[src/rtl/fifo_pkg.sv]
// Shared helpers for the FIFO slice: count-width sizing and depth legality.
package fifo_pkg;

  // Bits needed to hold a count of 0..depth inclusive.
  function automatic int unsigned cnt_width(input int unsigned depth);
    return $clog2(depth + 1);
  endfunction

  // True when v is a non-zero power of two.
  function automatic bit is_pow2(input int unsigned v);
    return (v != 0) && ((v & (v - 1)) == 0);
  endfunction

endpackage

[src/rtl/mem2p_sw_sr.sv]
// Two-port RAM: one write port, one synchronous-read port with registered
// address, so dout2 reflects the address presented on the previous edge.
module mem2p_sw_sr #(
  parameter  int W  = 8,
  parameter  int D  = 128,
  localparam int DW = $clog2(D)
) (
  input  logic          clk,
  input  logic          we1,
  input  logic [DW-1:0] addr1,
  input  logic [W-1:0]  din1,
  input  logic [DW-1:0] addr2,
  output logic [W-1:0]  dout2
);

  logic [W-1:0]  r_mem [D];
  logic [DW-1:0] r_addr2;

  // Write port and read-address register.
  always_ff @(posedge clk) begin
    if (we1) r_mem[addr1] <= din1;
    r_addr2 <= addr2;
  end

  assign dout2 = r_mem[r_addr2];

endmodule

[src/rtl/fifo_sr_fwft.sv]
// First-word-fall-through FIFO over a synchronous-read RAM. A prefetch and a
// two-entry output stage hide the RAM read latency so one push and one pop
// can be accepted every cycle.
module fifo_sr_fwft
  import fifo_pkg::*;
#(
  parameter  int W  = 8,
  parameter  int D  = 128,
  localparam int DW = $clog2(D),
  localparam int CW = cnt_width(D)
) (
  input  logic          clk,
  input  logic          rst,
  input  logic          wr_en,
  input  logic [W-1:0]  wr_data,
  output logic          full,
  input  logic          rd_en,
  output logic [W-1:0]  rd_data,
  output logic          rd_valid,
  output logic [CW-1:0] count
);

  if (!is_pow2(D)) begin : g_depth_check
    $error("fifo_sr_fwft: D must be a power of two");
  end

  logic [DW-1:0] r_wr_ptr;
  logic [DW-1:0] r_rd_ptr;
  logic [CW-1:0] r_ram_cnt;
  logic [CW-1:0] r_count;
  logic          r_pend;
  logic [1:0]    r_occ;
  logic [W-1:0]  r_slot0;
  logic [W-1:0]  r_slot1;

  logic          w_push;
  logic          w_pop;
  logic          w_fetch;
  logic [1:0]    w_occ_mid;
  logic [1:0]    w_load;
  logic [W-1:0]  w_dout2;

  assign full     = (r_count == CW'(D));
  assign count    = r_count;
  assign rd_valid = (r_occ != 2'd0);
  assign rd_data  = r_slot0;

  // Accept conditions and prefetch decision. The stage may hold at most two
  // entries once the in-flight fetch lands, counted after this cycle's pop.
  always_comb begin
    w_push    = wr_en && !full;
    w_pop     = rd_en && (r_occ != 2'd0);
    w_occ_mid = r_occ - {1'b0, w_pop};
    w_load    = w_occ_mid + {1'b0, r_pend};
    w_fetch   = (r_ram_cnt != '0) && (w_load < 2'd2);
  end

  mem2p_sw_sr #(
    .W (W),
    .D (D)
  ) u_mem (
    .clk   (clk),
    .we1   (w_push),
    .addr1 (r_wr_ptr),
    .din1  (wr_data),
    .addr2 (r_rd_ptr),
    .dout2 (w_dout2)
  );

  // Pointers, RAM-resident count, fetch-pending flag and total count.
  always_ff @(posedge clk) begin
    if (rst) begin
      r_wr_ptr  <= '0;
      r_rd_ptr  <= '0;
      r_ram_cnt <= '0;
      r_pend    <= 1'b0;
      r_count   <= '0;
    end else begin
      if (w_push)  r_wr_ptr <= r_wr_ptr + DW'(1);
      if (w_fetch) r_rd_ptr <= r_rd_ptr + DW'(1);
      r_ram_cnt <= r_ram_cnt + CW'(w_push) - CW'(w_fetch);
      r_pend    <= w_fetch;
      r_count   <= r_count + CW'(w_push) - CW'(w_pop);
    end
  end

  // Output stage: pop shifts slot1 into slot0, then a returning fetch lands
  // in the first free slot (later assignment overrides the shift).
  always_ff @(posedge clk) begin
    if (rst) begin
      r_slot0 <= '0;
      r_slot1 <= '0;
      r_occ   <= 2'd0;
    end else begin
      if (w_pop) r_slot0 <= r_slot1;
      if (r_pend && (w_occ_mid == 2'd0)) r_slot0 <= w_dout2;
      if (r_pend && (w_occ_mid == 2'd1)) r_slot1 <= w_dout2;
      r_occ <= w_load;
    end
  end

`ifndef SYNTHESIS
  // Occupancy invariants and overflow guard for the output stage.
  always_ff @(posedge clk) begin
    if (!rst) begin
      assert (r_count <= CW'(D));
      assert (r_occ <= 2'd2);
      assert (!(r_pend && (w_occ_mid == 2'd2)));
      assert (r_count == r_ram_cnt + CW'(r_pend) + CW'(r_occ));
    end
  end
`endif

endmodule

[config.mk]
export PLATFORM = sky130hd
export DESIGN_NAME = fifo_sr_fwft
export DESIGN_NICKNAME = d
export VERILOG_FILES = /design/src/rtl/fifo_pkg.sv /design/src/rtl/mem2p_sw_sr.sv /design/src/rtl/fifo_sr_fwft.sv
export SDC_FILE = /design/constraint.sdc
export NUM_CORES = 1
export LEC_CHECK = 0
export CORE_MARGIN = 2
export CORE_UTILIZATION = 45
export DETAILED_ROUTE_END_ITERATION = 8
export HOLD_SLACK_MARGIN = 0.03
export SYNTH_ARGS = -nofsm -noshare
export SYNTH_HDL_FRONTEND = slang
export SYNTH_SLANG_ARGS = --single-unit
export TNS_END_PERCENT = 100
[constraint.sdc]
create_clock -name clk -period 3.7 [get_ports clk]
set_input_delay 0.37 -clock clk [delete_from_list [all_inputs] [get_ports clk]]
set_output_delay 0.37 -clock clk [all_outputs]
set_load 0.01 [all_outputs]
==> impl_metrics.yaml <==
status:
  status: "completed"
logic_synthesis:
  synth_top_area_share_pct: 72.3
  syn_area_um2: 42500
  async_flop_share_pct: 0
  syn_nets: 2214
  ys_ff_latch: 1080
  synthAdderAreaFrac_pct: 0.859
  synth_top_family_by_area: "multiplexers"
  synth-xor-area-share_pct: 0.412
  yosysSeqAreaShare_pct: 75.0
  synthSimpleGateAreaFrac_pct: 3.31
  synth_warnings: 0
  synth_cell_types: 53
  avgSynthCellArea_um2: 19.6
  yosys-top-cells-area: "edfxtp_1 72%, mux4_2 9.7%, mux2i_1 4.1%"
  synth_top_area_cell: "edfxtp_1"
  yosysMostFrequentCell: "edfxtp_1"
  synth-compound-area-share_pct: 4.31
  synthCells: 2174
  ys_top_cells_by_count: "1024 x edfxtp_1, 183 x mux4_2, 176 x mux2i_1"
  synth-edff-count: 1024
  ys.flop_type: "edfxtp_1"
  synth_mux_area_share_pct: 14.3
setup_path:
  criticalPathCategory: "flip-flop to flip-flop"
  critical_path.cell_chain: "or2_4, nand2_4, inv_1, ha_1, inv_1, ha_2, xnor2_2, a41oi_2, ha_1, inv_1, ha_1, inv_1, fa_2, nand2b_1, a21oi_2, o21ai_1, a21oi_1, nor2_1, xor2_1, nor2_1"
  start_kind: "flip-flop"
  cp_common_cell: "inv_1"
  crit_slowest_cell: "fa_2"
  critPathArrivalTime_ns: 3.99
  critical_path.top_delay_family: "adder cells"
  endpoint_kind: "flip-flop"
  crit_fanout: 2
  worst-path-buf-inv: 4
  required_ns: 4.28
  slowest_delay_ns: 0.36
  reg2reg_slack_ns: 0.29
clocking:
  htreeDepth: 3
  cts_buffers: 109
  clockBufferDepth: 3
  cts.clk_slew.worst_paths_ns: 0.06
  root_buffer: "clkbuf_16"
  clk_latency_ns: 0.70
  clock_sinks: 1080
  cts-hold-fix-buffers: 0
  tritoncts: "done"
timing:
  clock.fmax_mhz: 294
  period_minus_slack_ns: 3.41
  fin_crit_sh_pct: 92.1
  setup_tns_ns: 0
  rsz0062_at_grt: "no"
  holdWs_ns: 0.135
  max_slew_margin_pct: 6.19
  worst_pin_slew_ns: 1.40
  hold_viol_final: 0
  finalSetupViolCount: 0
  finalMaxSlewViolations: 0
  skew_ns: 0.0541
  fin_ws_ns: 0.293
global_route:
  grtUsageMet3_pct: 2.70
  first_global_vias: 21438
  gr-usage-met2_pct: 33.8
  grt_pass1_wl_mm: 146
  overflow: 0
  use_met1_pct: 28.7
  antenna_found_initial: 1
  grt_util_all_layers_pct: 20.5
  grt.busiest_layer: "met2"
  grt_max_degree: 94
route:
  wirelength_mm: 99.8
  viasPerCell: 5.77
  dr.pass1.iters: 7
  drt-initial-drc-count: 2447
  ant_nets: 0
  drc: 0
  num_vias: 21160
  avgRoutedWirePerCell_um: 27.2
place:
  portBuffers: 29
  finalWeightedCongestion: 0.805
  dp_hpwl_mm: 62.1
  placed_cell_area_um2: 44800
  dp.cells: 3470
  dp_slack_ns: -0.165
pwr:
  sw_frac_of_total_pct: 26.5
  seqPwrFrac_pct: 43.8
  power_density_nw_per_um2: 650
  pwr-share-clk_pct: 35.2
  vdd_drop_max_mv: 0.509
  p_leak_nw: 15.0
  p_comb_share_pct: 21.0
  internal_power_mw: 23.1
  power_switching_mw: 8.35
floorplanning:
  placement_rows: 112
  die_area_um2: 97000
  initial_core_util_pct: 45.5
  core_um2: 93500
  ios: 30
  die_x_um: 311
  die_h_um: 311
final_layout:
  nets: 2367
  final_cells: 3669
  diodes: 0
  syn_to_final_growth_pct: 14.0
  design_area_um2: 48400
  drive_gt1_share_pct: 21.1
min_path:
  hp-class: "input port to flip-flop"
run:
  maxCapViolations: 0
[state kept, by name (all words and copies together), names as in the netlist, named ones only]
signal,count
u_mem.r_mem,1024
count,8
r_ram_cnt,8
r_slot1,8
rd_data,8
r_rd_ptr,7
r_wr_ptr,7
r_occ,2
r_pend,1
[cell usage in the layout, fill, tap and decap left out, types with 4 or more instances in the layout]
cell	Yosys	layout
edfxtp_1	1024	1024
mux4_2	183	183
mux2i_1	176	176
nor2_1	166	165
buf_4	31	121
clkbuf_16	0	109
a22oi_1	106	106
dfxtp_1	56	53
nand2_1	40	39
a21oi_1	32	31
inv_1	28	28
ha_1	26	25
clkinv_2	0	21
clkinv_1	0	21
clkdlybuf4s50_1	0	21
nand3_1	18	18
nand2b_1	18	18
clkbuf_1	40	17
nor2b_1	16	14
bufinv_16	0	14
buf_12	3	13
and3_1	12	12
a22o_1	12	12
a41oi_1	12	12
xor2_1	11	11
a31oi_1	9	9
xnor2_1	9	8
nand4_1	8	8
nor3_1	8	8
o22ai_1	8	8
o32ai_1	8	8
o31ai_1	8	8
clkinvlp_4	0	8
mux4_1	7	7
o21ai_0	8	7
a221oi_2	6	6
or3_1	6	6
a2111oi_4	5	5
o211ai_1	4	4
a211oi_1	4	4
[per-stage QoR]
stage	utilization, %	power, mW
after floorplan	-	18.8
after global placement	47.9	20.6
after detailed placement	47.9	20.7
after CTS	51.8	31.7
after global routing	51.8	32.7
final	51.8	31.5
[power groups by stage]
stage | combinational (mW) | clock (mW) | sequential (mW)
2_1_floorplan | 4.80 | 0 | 14.0
3_3_place_gp | 6.59 | 0 | 14.0
3_5_place_dp | 6.65 | 0 | 14.0
4_1_cts | 6.68 | 11.3 | 13.8
5_1_grt | 7.10 | 11.8 | 13.8
6_report | 6.60 | 11.1 | 13.8
[cells by family after synthesis]
kind of cell	after synthesis
AO/OA/AOI/OAI	233
buffers and inverters	141
XOR/XNOR	20
flip-flops	1080
adder cells (fa/ha/maj)	28
multiplexers	366
AND/OR/NAND/NOR	306
[what timing repair did]
item,4_1_cts,5_1_grt
setup buffers,0,0
resized for setup,0,6
endpoints found under the setup margin,0,1
[final timing paths]
kind / startpoint / to / cells after the start
max: r_occ[1] / r_ram_cnt[6] / 20
max reg2reg: r_occ[1] / r_ram_cnt[6] / 20
min reg2reg: r_rd_ptr[6] / flip-flop / 0
min: wr_data[4] / u_mem.r_mem[14][4] / 1
[routing by layer]
layer	part of all wire (%)	wire length, um	vias to the layer above
li1	-	-	9186
met1	43	42500	11167
met2	50	49600	676
met3	5.5	5530	131
met4	2.2	2210	0
met5	0	0	-
[area by class of cell]
type                    count  area, um^2
repair buffers            155        1380
flip-flops and latches   1080       31900
well taps                1254        1570
inverters                  28         105
multi-input cells         953        9900
clock inverters            73         823
clock buffers             126        2790
fillers                  7351       45000
(Power assumes the default switching activity.)
